## src/rtl/rc5_engine.sv

```systemverilog
// rc5_engine: RC5-W/r/b block cipher with on-chip key expansion, one round per clock.
// Define RC5_ENGINE_ERR_EN to add the err output that flags ignored requests.
module rc5_engine #(
    parameter int W          = 32,
    parameter int KEY_BYTES  = 16,
    parameter int MAX_ROUNDS = 20
) (
    input  logic                   clk,
    input  logic                   rst,
    input  logic                   key_load,
    input  logic [8*KEY_BYTES-1:0] key,
    input  logic [4:0]             num_rounds,
    input  logic                   encrypt,
    input  logic                   decrypt,
    input  logic [2*W-1:0]         d_in,
    output logic [2*W-1:0]         d_out,
    output logic                   done,
    output logic                   key_ready,
`ifdef RC5_ENGINE_ERR_EN
    output logic                   err,
`endif
    output logic                   busy
);
    // state | meaning
    // IDLE  | accepts requests     KINIT | S[i]=P+i*Q, one per cycle   KMIX | 3*max(t,c) mix steps
    // ENC   | encrypt rounds       DEC   | decrypt rounds              OUT  | publish d_out, pulse done
    typedef enum logic [2:0] {S_IDLE, S_KINIT, S_KMIX, S_ENC, S_DEC, S_OUT} state_t;

    localparam int T_MAX = 2 * (MAX_ROUNDS + 1);
    localparam int C     = (KEY_BYTES * 8 + W - 1) / W;
    localparam int LW    = $clog2(W);
    localparam int IW    = $clog2(T_MAX);
    localparam int JW    = (C > 1) ? $clog2(C) : 1;
    localparam int M_MAX = (T_MAX > C) ? T_MAX : C;
    localparam int KW    = $clog2(3 * M_MAX);
    localparam logic [W-1:0] P = (W == 16) ? W'(32'h0000_B7E1) : W'(32'hB7E1_5163);
    localparam logic [W-1:0] Q = (W == 16) ? W'(32'h0000_9E37) : W'(32'h9E37_79B9);

    function automatic logic [W-1:0] rotl(input logic [W-1:0] x, input logic [LW-1:0] n);
        logic [2*W-1:0] d;
        d = {x, x} << n;
        return d[2*W-1:W];
    endfunction

    function automatic logic [W-1:0] rotr(input logic [W-1:0] x, input logic [LW-1:0] n);
        logic [2*W-1:0] d;
        d = {x, x} >> n;
        return d[W-1:0];
    endfunction

    state_t         r_state, w_next;
    logic [W-1:0]   r_s [T_MAX];
    logic [W-1:0]   r_l [C];
    logic [W-1:0]   r_a, r_b;
    logic [IW-1:0]  r_si, r_tm1;
    logic [JW-1:0]  r_lj;
    logic [KW-1:0]  r_kcnt, w_mix_last;
    logic [4:0]     r_reff, r_rnd, r_cnt, w_reff_in;
    logic           r_dec, r_kvalid, r_done;
    logic [2*W-1:0] r_dout;
    logic [C*W-1:0] w_key_pad;
    logic [IW-1:0]  w_idx_e, w_idx_o;
    logic [W-1:0]   w_ka, w_kab, w_kb, w_ea, w_eb, w_da, w_db;
    logic           w_idle, w_blk_ok;

    assign w_idle    = (r_state == S_IDLE);
    assign w_blk_ok  = (encrypt ^ decrypt) && r_kvalid;
    assign w_reff_in = (num_rounds > 5'(MAX_ROUNDS)) ? 5'(MAX_ROUNDS) : num_rounds;
    assign w_key_pad = (C*W)'(key);
    assign w_idx_e   = IW'({r_rnd, 1'b0});
    assign w_idx_o   = IW'({r_rnd, 1'b1});

    assign w_ka  = rotl(r_s[r_si] + r_a + r_b, LW'(3));
    assign w_kab = w_ka + r_b;
    assign w_kb  = rotl(r_l[r_lj] + w_kab, w_kab[LW-1:0]);

    assign w_ea = rotl(r_a ^ r_b, r_b[LW-1:0]) + r_s[w_idx_e];
    assign w_eb = rotl(r_b ^ w_ea, w_ea[LW-1:0]) + r_s[w_idx_o];
    assign w_db = rotr(r_b - r_s[w_idx_o], r_a[LW-1:0]) ^ r_a;
    assign w_da = rotr(r_a - r_s[w_idx_e], w_db[LW-1:0]) ^ w_db;

    // mix loop runs 3*max(t,c) times; counter is loaded with that count minus one
    always_comb begin
        w_mix_last = KW'(3 * C - 1);
        if (int'(r_tm1) + 1 > C) w_mix_last = KW'(3 * (int'(r_tm1) + 1) - 1);
    end

    always_ff @(posedge clk or negedge rst) begin
        if (!rst) r_state <= S_IDLE;
        else      r_state <= w_next;
    end

    always_comb begin
        w_next = r_state;
        case (r_state)
            S_IDLE: begin
                if (key_load)      w_next = S_KINIT;
                else if (w_blk_ok) w_next = (r_reff == 5'd0) ? S_OUT : (encrypt ? S_ENC : S_DEC);
            end
            S_KINIT:      if (r_si == r_tm1)   w_next = S_KMIX;
            S_KMIX:       if (r_kcnt == '0)    w_next = S_IDLE;
            S_ENC, S_DEC: if (r_cnt == 5'd1)   w_next = S_OUT;
            S_OUT:        w_next = S_IDLE;
            default:      w_next = S_IDLE;
        endcase
    end

    always_ff @(posedge clk or negedge rst) begin
        if (!rst) begin
            r_a      <= '0;
            r_b      <= '0;
            r_si     <= '0;
            r_tm1    <= '0;
            r_lj     <= '0;
            r_kcnt   <= '0;
            r_reff   <= '0;
            r_rnd    <= '0;
            r_cnt    <= '0;
            r_dec    <= 1'b0;
            r_kvalid <= 1'b0;
            r_done   <= 1'b0;
            r_dout   <= '0;
        end else begin
            r_done <= (r_state == S_OUT);
            case (r_state)
                S_IDLE: begin
                    if (key_load) begin
                        r_kvalid <= 1'b0;
                        r_reff   <= w_reff_in;
                        r_tm1    <= IW'({w_reff_in, 1'b1});
                        r_si     <= '0;
                        r_a      <= P;
                    end else if (w_blk_ok) begin
                        r_dec <= decrypt;
                        r_cnt <= r_reff;
                        r_rnd <= decrypt ? r_reff : 5'd1;
                        r_a   <= decrypt ? d_in[W-1:0]   : d_in[W-1:0] + r_s[0];
                        r_b   <= decrypt ? d_in[2*W-1:W] : d_in[2*W-1:W] + r_s[1];
                    end
                end
                S_KINIT: begin
                    if (r_si == r_tm1) begin
                        r_si   <= '0;
                        r_lj   <= '0;
                        r_a    <= '0;
                        r_b    <= '0;
                        r_kcnt <= w_mix_last;
                    end else begin
                        r_si <= r_si + 1'b1;
                        r_a  <= r_a + Q;
                    end
                end
                S_KMIX: begin
                    r_a    <= w_ka;
                    r_b    <= w_kb;
                    r_si   <= (r_si == r_tm1) ? '0 : r_si + 1'b1;
                    r_lj   <= (r_lj == JW'(C - 1)) ? '0 : r_lj + 1'b1;
                    r_kcnt <= r_kcnt - 1'b1;
                    if (r_kcnt == '0) r_kvalid <= 1'b1;
                end
                S_ENC: begin
                    r_a   <= w_ea;
                    r_b   <= w_eb;
                    r_rnd <= r_rnd + 5'd1;
                    r_cnt <= r_cnt - 5'd1;
                end
                S_DEC: begin
                    r_a   <= w_da;
                    r_b   <= w_db;
                    r_rnd <= r_rnd - 5'd1;
                    r_cnt <= r_cnt - 5'd1;
                end
                S_OUT: r_dout <= r_dec ? {r_b - r_s[1], r_a - r_s[0]} : {r_b, r_a};
                default: ;
            endcase
        end
    end

    // key tables survive reset; r_kvalid alone says whether they can be trusted
    always_ff @(posedge clk) begin
        case (r_state)
            S_IDLE:  if (key_load) for (int j = 0; j < C; j++) r_l[j] <= w_key_pad[j*W +: W];
            S_KINIT: r_s[r_si] <= r_a;
            S_KMIX: begin
                r_s[r_si] <= w_ka;
                r_l[r_lj] <= w_kb;
            end
            default: ;
        endcase
    end

`ifdef RC5_ENGINE_ERR_EN
    logic r_err;
    always_ff @(posedge clk or negedge rst) begin
        if (!rst) r_err <= 1'b0;
        else      r_err <= w_idle ? (!key_load && (encrypt || decrypt) && !w_blk_ok)
                                  : (key_load || encrypt || decrypt);
    end
    assign err = r_err;
`endif

    assign d_out     = r_dout;
    assign done      = r_done;
    assign key_ready = w_idle && r_kvalid;
    assign busy      = !w_idle;
endmodule

```

## config.mk

```make
export PLATFORM = sky130hd
export DESIGN_NAME = rc5_engine
export DESIGN_NICKNAME = d
export VERILOG_FILES = /design/src/rtl/rc5_engine.sv
export SDC_FILE = /design/constraint.sdc
export NUM_CORES = 2
export LEC_CHECK = 0
export CAP_MARGIN = 5
export CORE_ASPECT_RATIO = 1.75
export CORE_UTILIZATION = 30
export CTS_CLUSTER_DIAMETER = 100
export DETAILED_ROUTE_END_ITERATION = 12
export PLACE_DENSITY = 0.5
export SLEW_MARGIN = 20
export SYNTH_ARGS = -nofsm -noshare
export SYNTH_HDL_FRONTEND = slang
export SYNTH_SLANG_ARGS = --single-unit
```

## constraint.sdc

```tcl
create_clock -name clk -period 12.3 [get_ports clk]
set_clock_uncertainty 0.15 [all_clocks]
set_input_delay 1.23 -clock clk [delete_from_list [all_inputs] [get_ports clk]]
set_output_delay 1.23 -clock clk [all_outputs]
set_load 0.03 [all_outputs]
```

==> impl_results.md <==
- Status: finished clean
- Via count: 93.5k
- Synth Instances: 9409
- Final hold slack: 318 ps
- Hold-fix buffers, CTS: 0
- Final hold violation count: 0
- Tcrit/Tclk final: 0.978
- Antenna violations before repair: 50
- Synth Cell Area: 106000 sq um
- GRT overflow: 0
- Worst path top cell family by delay: compound AO/OA/AOI/OAI gates
- Detail Route Antenna Nets: 0
- Worst r2r src: r_si[1]
- Initial DRT Pass Iterations: 6
- Critical Path Start Type: flip-flop
- Synth warn: 0
- Largest stage delay, worst path: 510 ps
- WP depth: 56
- Worst path arrival time: 12600 ps
- EDFF count, synth: 1472
- Crit path time final: 12040 ps
- Vias per Instance: 6.11
- CP max FO: 13
- DP Wirelength: 477000 um
- CP Class: reg -> reg
- Worst-path clk slew: 60 ps
- CTS tree: done
- Ys flop type: edfxtp_1
- Post-synth ARST share: 0.101
- Aggregate global-route resource usage: 0.334
- Avg WL per Cell: 40.1 um
- Synth area leaders: edfxtp_1 42%, mux4_2 9.8%, ha_1 4.6%
- Nets: 11.1k
- Max-slew violations: 0
- Worst setup margin: 265 ps
- Std cell rows: 288
- Clk_lat worst skew: 900 ps
- Worst Path Buf+Inv: 11
- Net Count, Synth: 10.0k
- Syn avg cell area: 11.3 sq um
- P&R area growth vs syn: 21.8%
- Share of the synthesized area in the top cell type: 0.417
- Starting Density: 0.302
- Die H: 789 um
- Placer Congestion: 1.07
- Final setup viols: 0
- Sequential element share of the synthesized area: 0.455
- FF-to-FF End: r_b[24]
- Die Span X: 452 um
- Crit path top cell by count: buf_4
- Cts bufs inserted: 165
- Largest net degree at the start of global routing: 85
- Min-Delay Path Class: in -> async
- Max cap viols: 0
- Die area: 356000 sq um
- #FFs+latches synth: 1637
- Share of layout cells above drive strength 1: 0.227
- Slowest CP cell: dfrtp_4
- I/O Pins: 269
- Global-route wire length before repair: 812000 um
- CTS sink cnt: 1637
- Clock tree root buffer cell: clkbuf_16
- Post-synth cell types: 117
- Slew @ Worst Pin: 1280 ps
- Maximum number of buffers from clock root to sink: 4
- CP Data Required Time: 12860 ps
- Slew headroom: 0.149
- Cell taking the most area after synthesis: edfxtp_1
- F_max: 0.0831 GHz
- Port buffer count: 268
- H-tree levels: 4
- Register-to-register setup slack: 260 ps
- Total wire length: 613000 um
- Post-detailed-route DRC marker count: 0
- Cell depth of the worst flop-to-flop path: 56
- Vias in the first global route: 92.4k
- Initial DRC count: 10.9k
- Setup slack at placement: -1200 ps
- CP Capture Type: flip-flop
- Core area: 352000 sq um
==> per-layer routing <==
layer  vias to the layer above  GRT usage  wire length, um
met2                      5264      0.577           302000
met1                     47600      0.339           200000
met3                      1677     0.0565            39100
li1                      38900          -                -
met4                        26      0.323            72600
met5                         -          0              170
==> kinds of logic after synthesis <==
logic type | Yosys count | share of synthesized area
buffers and inverters | 905 | 0.0332
adders and majority gates | 436 | 0.0545
muxes | 1020 | 0.153
DFF | 1637 | 0.455
xor gates and xnor gates | 420 | 0.0355
AOI/OAI and AO/OA | 2777 | 0.175
and+or+nand+nor | 2214 | 0.0941
==> layout by cell type, fill, tap and decap left out, types with 256 or more instances in the layout <==
cell type / n
clkdlybuf4s50_1: 266
edfxtp_1: 1472
buf_4: 1215
a22oi_1: 310
ha_1: 387
o21ai_0: 598
mux4_2: 462
nor2_1: 581
a21oi_1: 553
nand2_1: 820
mux2i_1: 451
inv_1: 256
==> per-stage QoR <==
step	setup TNS [ps]	cell area (sq um)	utilization	instances
after floorplan	0	106000	-	9409
after CTS	0	128000	0.365	15200
final	0	129000	0.368	15300
after detailed placement	-134800	123000	0.350	15000
after global routing	-473	129000	0.367	15300
after global placement	-189200	123000	0.350	15000
==> cell usage after synthesis, types with 43 or more instances <==
master,instances
a211oi_1,80
a21o_1,181
a21oi_1,576
a221oi_1,157
a22o_1,93
a22oi_1,314
a31oi_1,138
and2_1,49
and3_1,57
buf_1,110
clkbuf_1,471
dfrtp_1,165
edfxtp_1,1472
fa_1,43
ha_1,393
inv_1,261
mux2_2,87
mux2i_1,462
mux4_2,462
nand2_1,827
nand2b_1,76
nand3_1,142
nand4_1,71
nor2_1,633
nor2b_1,61
nor3_1,142
o211ai_1,77
o21a_1,55
o21ai_0,630
o21bai_1,43
o31ai_1,46
or3_1,49
xnor2_1,258
xor2_1,156
==> sequential cells by signal, summed over array words and instances, names as in the netlist, 5 cells and up <==
register,count
r_cnt,5
r_si,6
r_kcnt,7
d_out,64
r_tm1,6
r_a,32
r_rnd,5
r_b,32
r_s,1344
r_l,128
==> layout make-up <==
type	instances	area (sq um)
multi-input cells	6868	55700
diodes	42	105
flip-flops and latches	1637	48400
repair buffers	1551	13100
clock inverters	91	871
inverters	271	1020
fillers	34700	222000
well taps	4640	5810
clock buffers	198	4320
==> worst max-delay path by stage <==
stage / startpoint / endpoint / slack (ps)
detailed placement: r_si[1] / r_l[3][18] / -1200
floorplan: r_si[1] / r_l[2][16] / 100
global route: r_si[1] / r_b[24] / -70
CTS: r_si[1] / r_b[24] / 0.5
finish: r_si[1] / r_b[24] / 260
global placement: r_si[1] / r_l[3][31] / -1430
==> what timing repair did <==
item / 4_1_cts / 5_1_grt
buffers inserted: 3 / 9
gates resized for setup: 45 / 129
pin swaps: 7 / 40
setup endpoints to repair: 160 / 160
cloned: 0 / 3
Power is not shown: default switching activity piles up to over one toggle a cycle in this logic, so the estimate is an artifact.
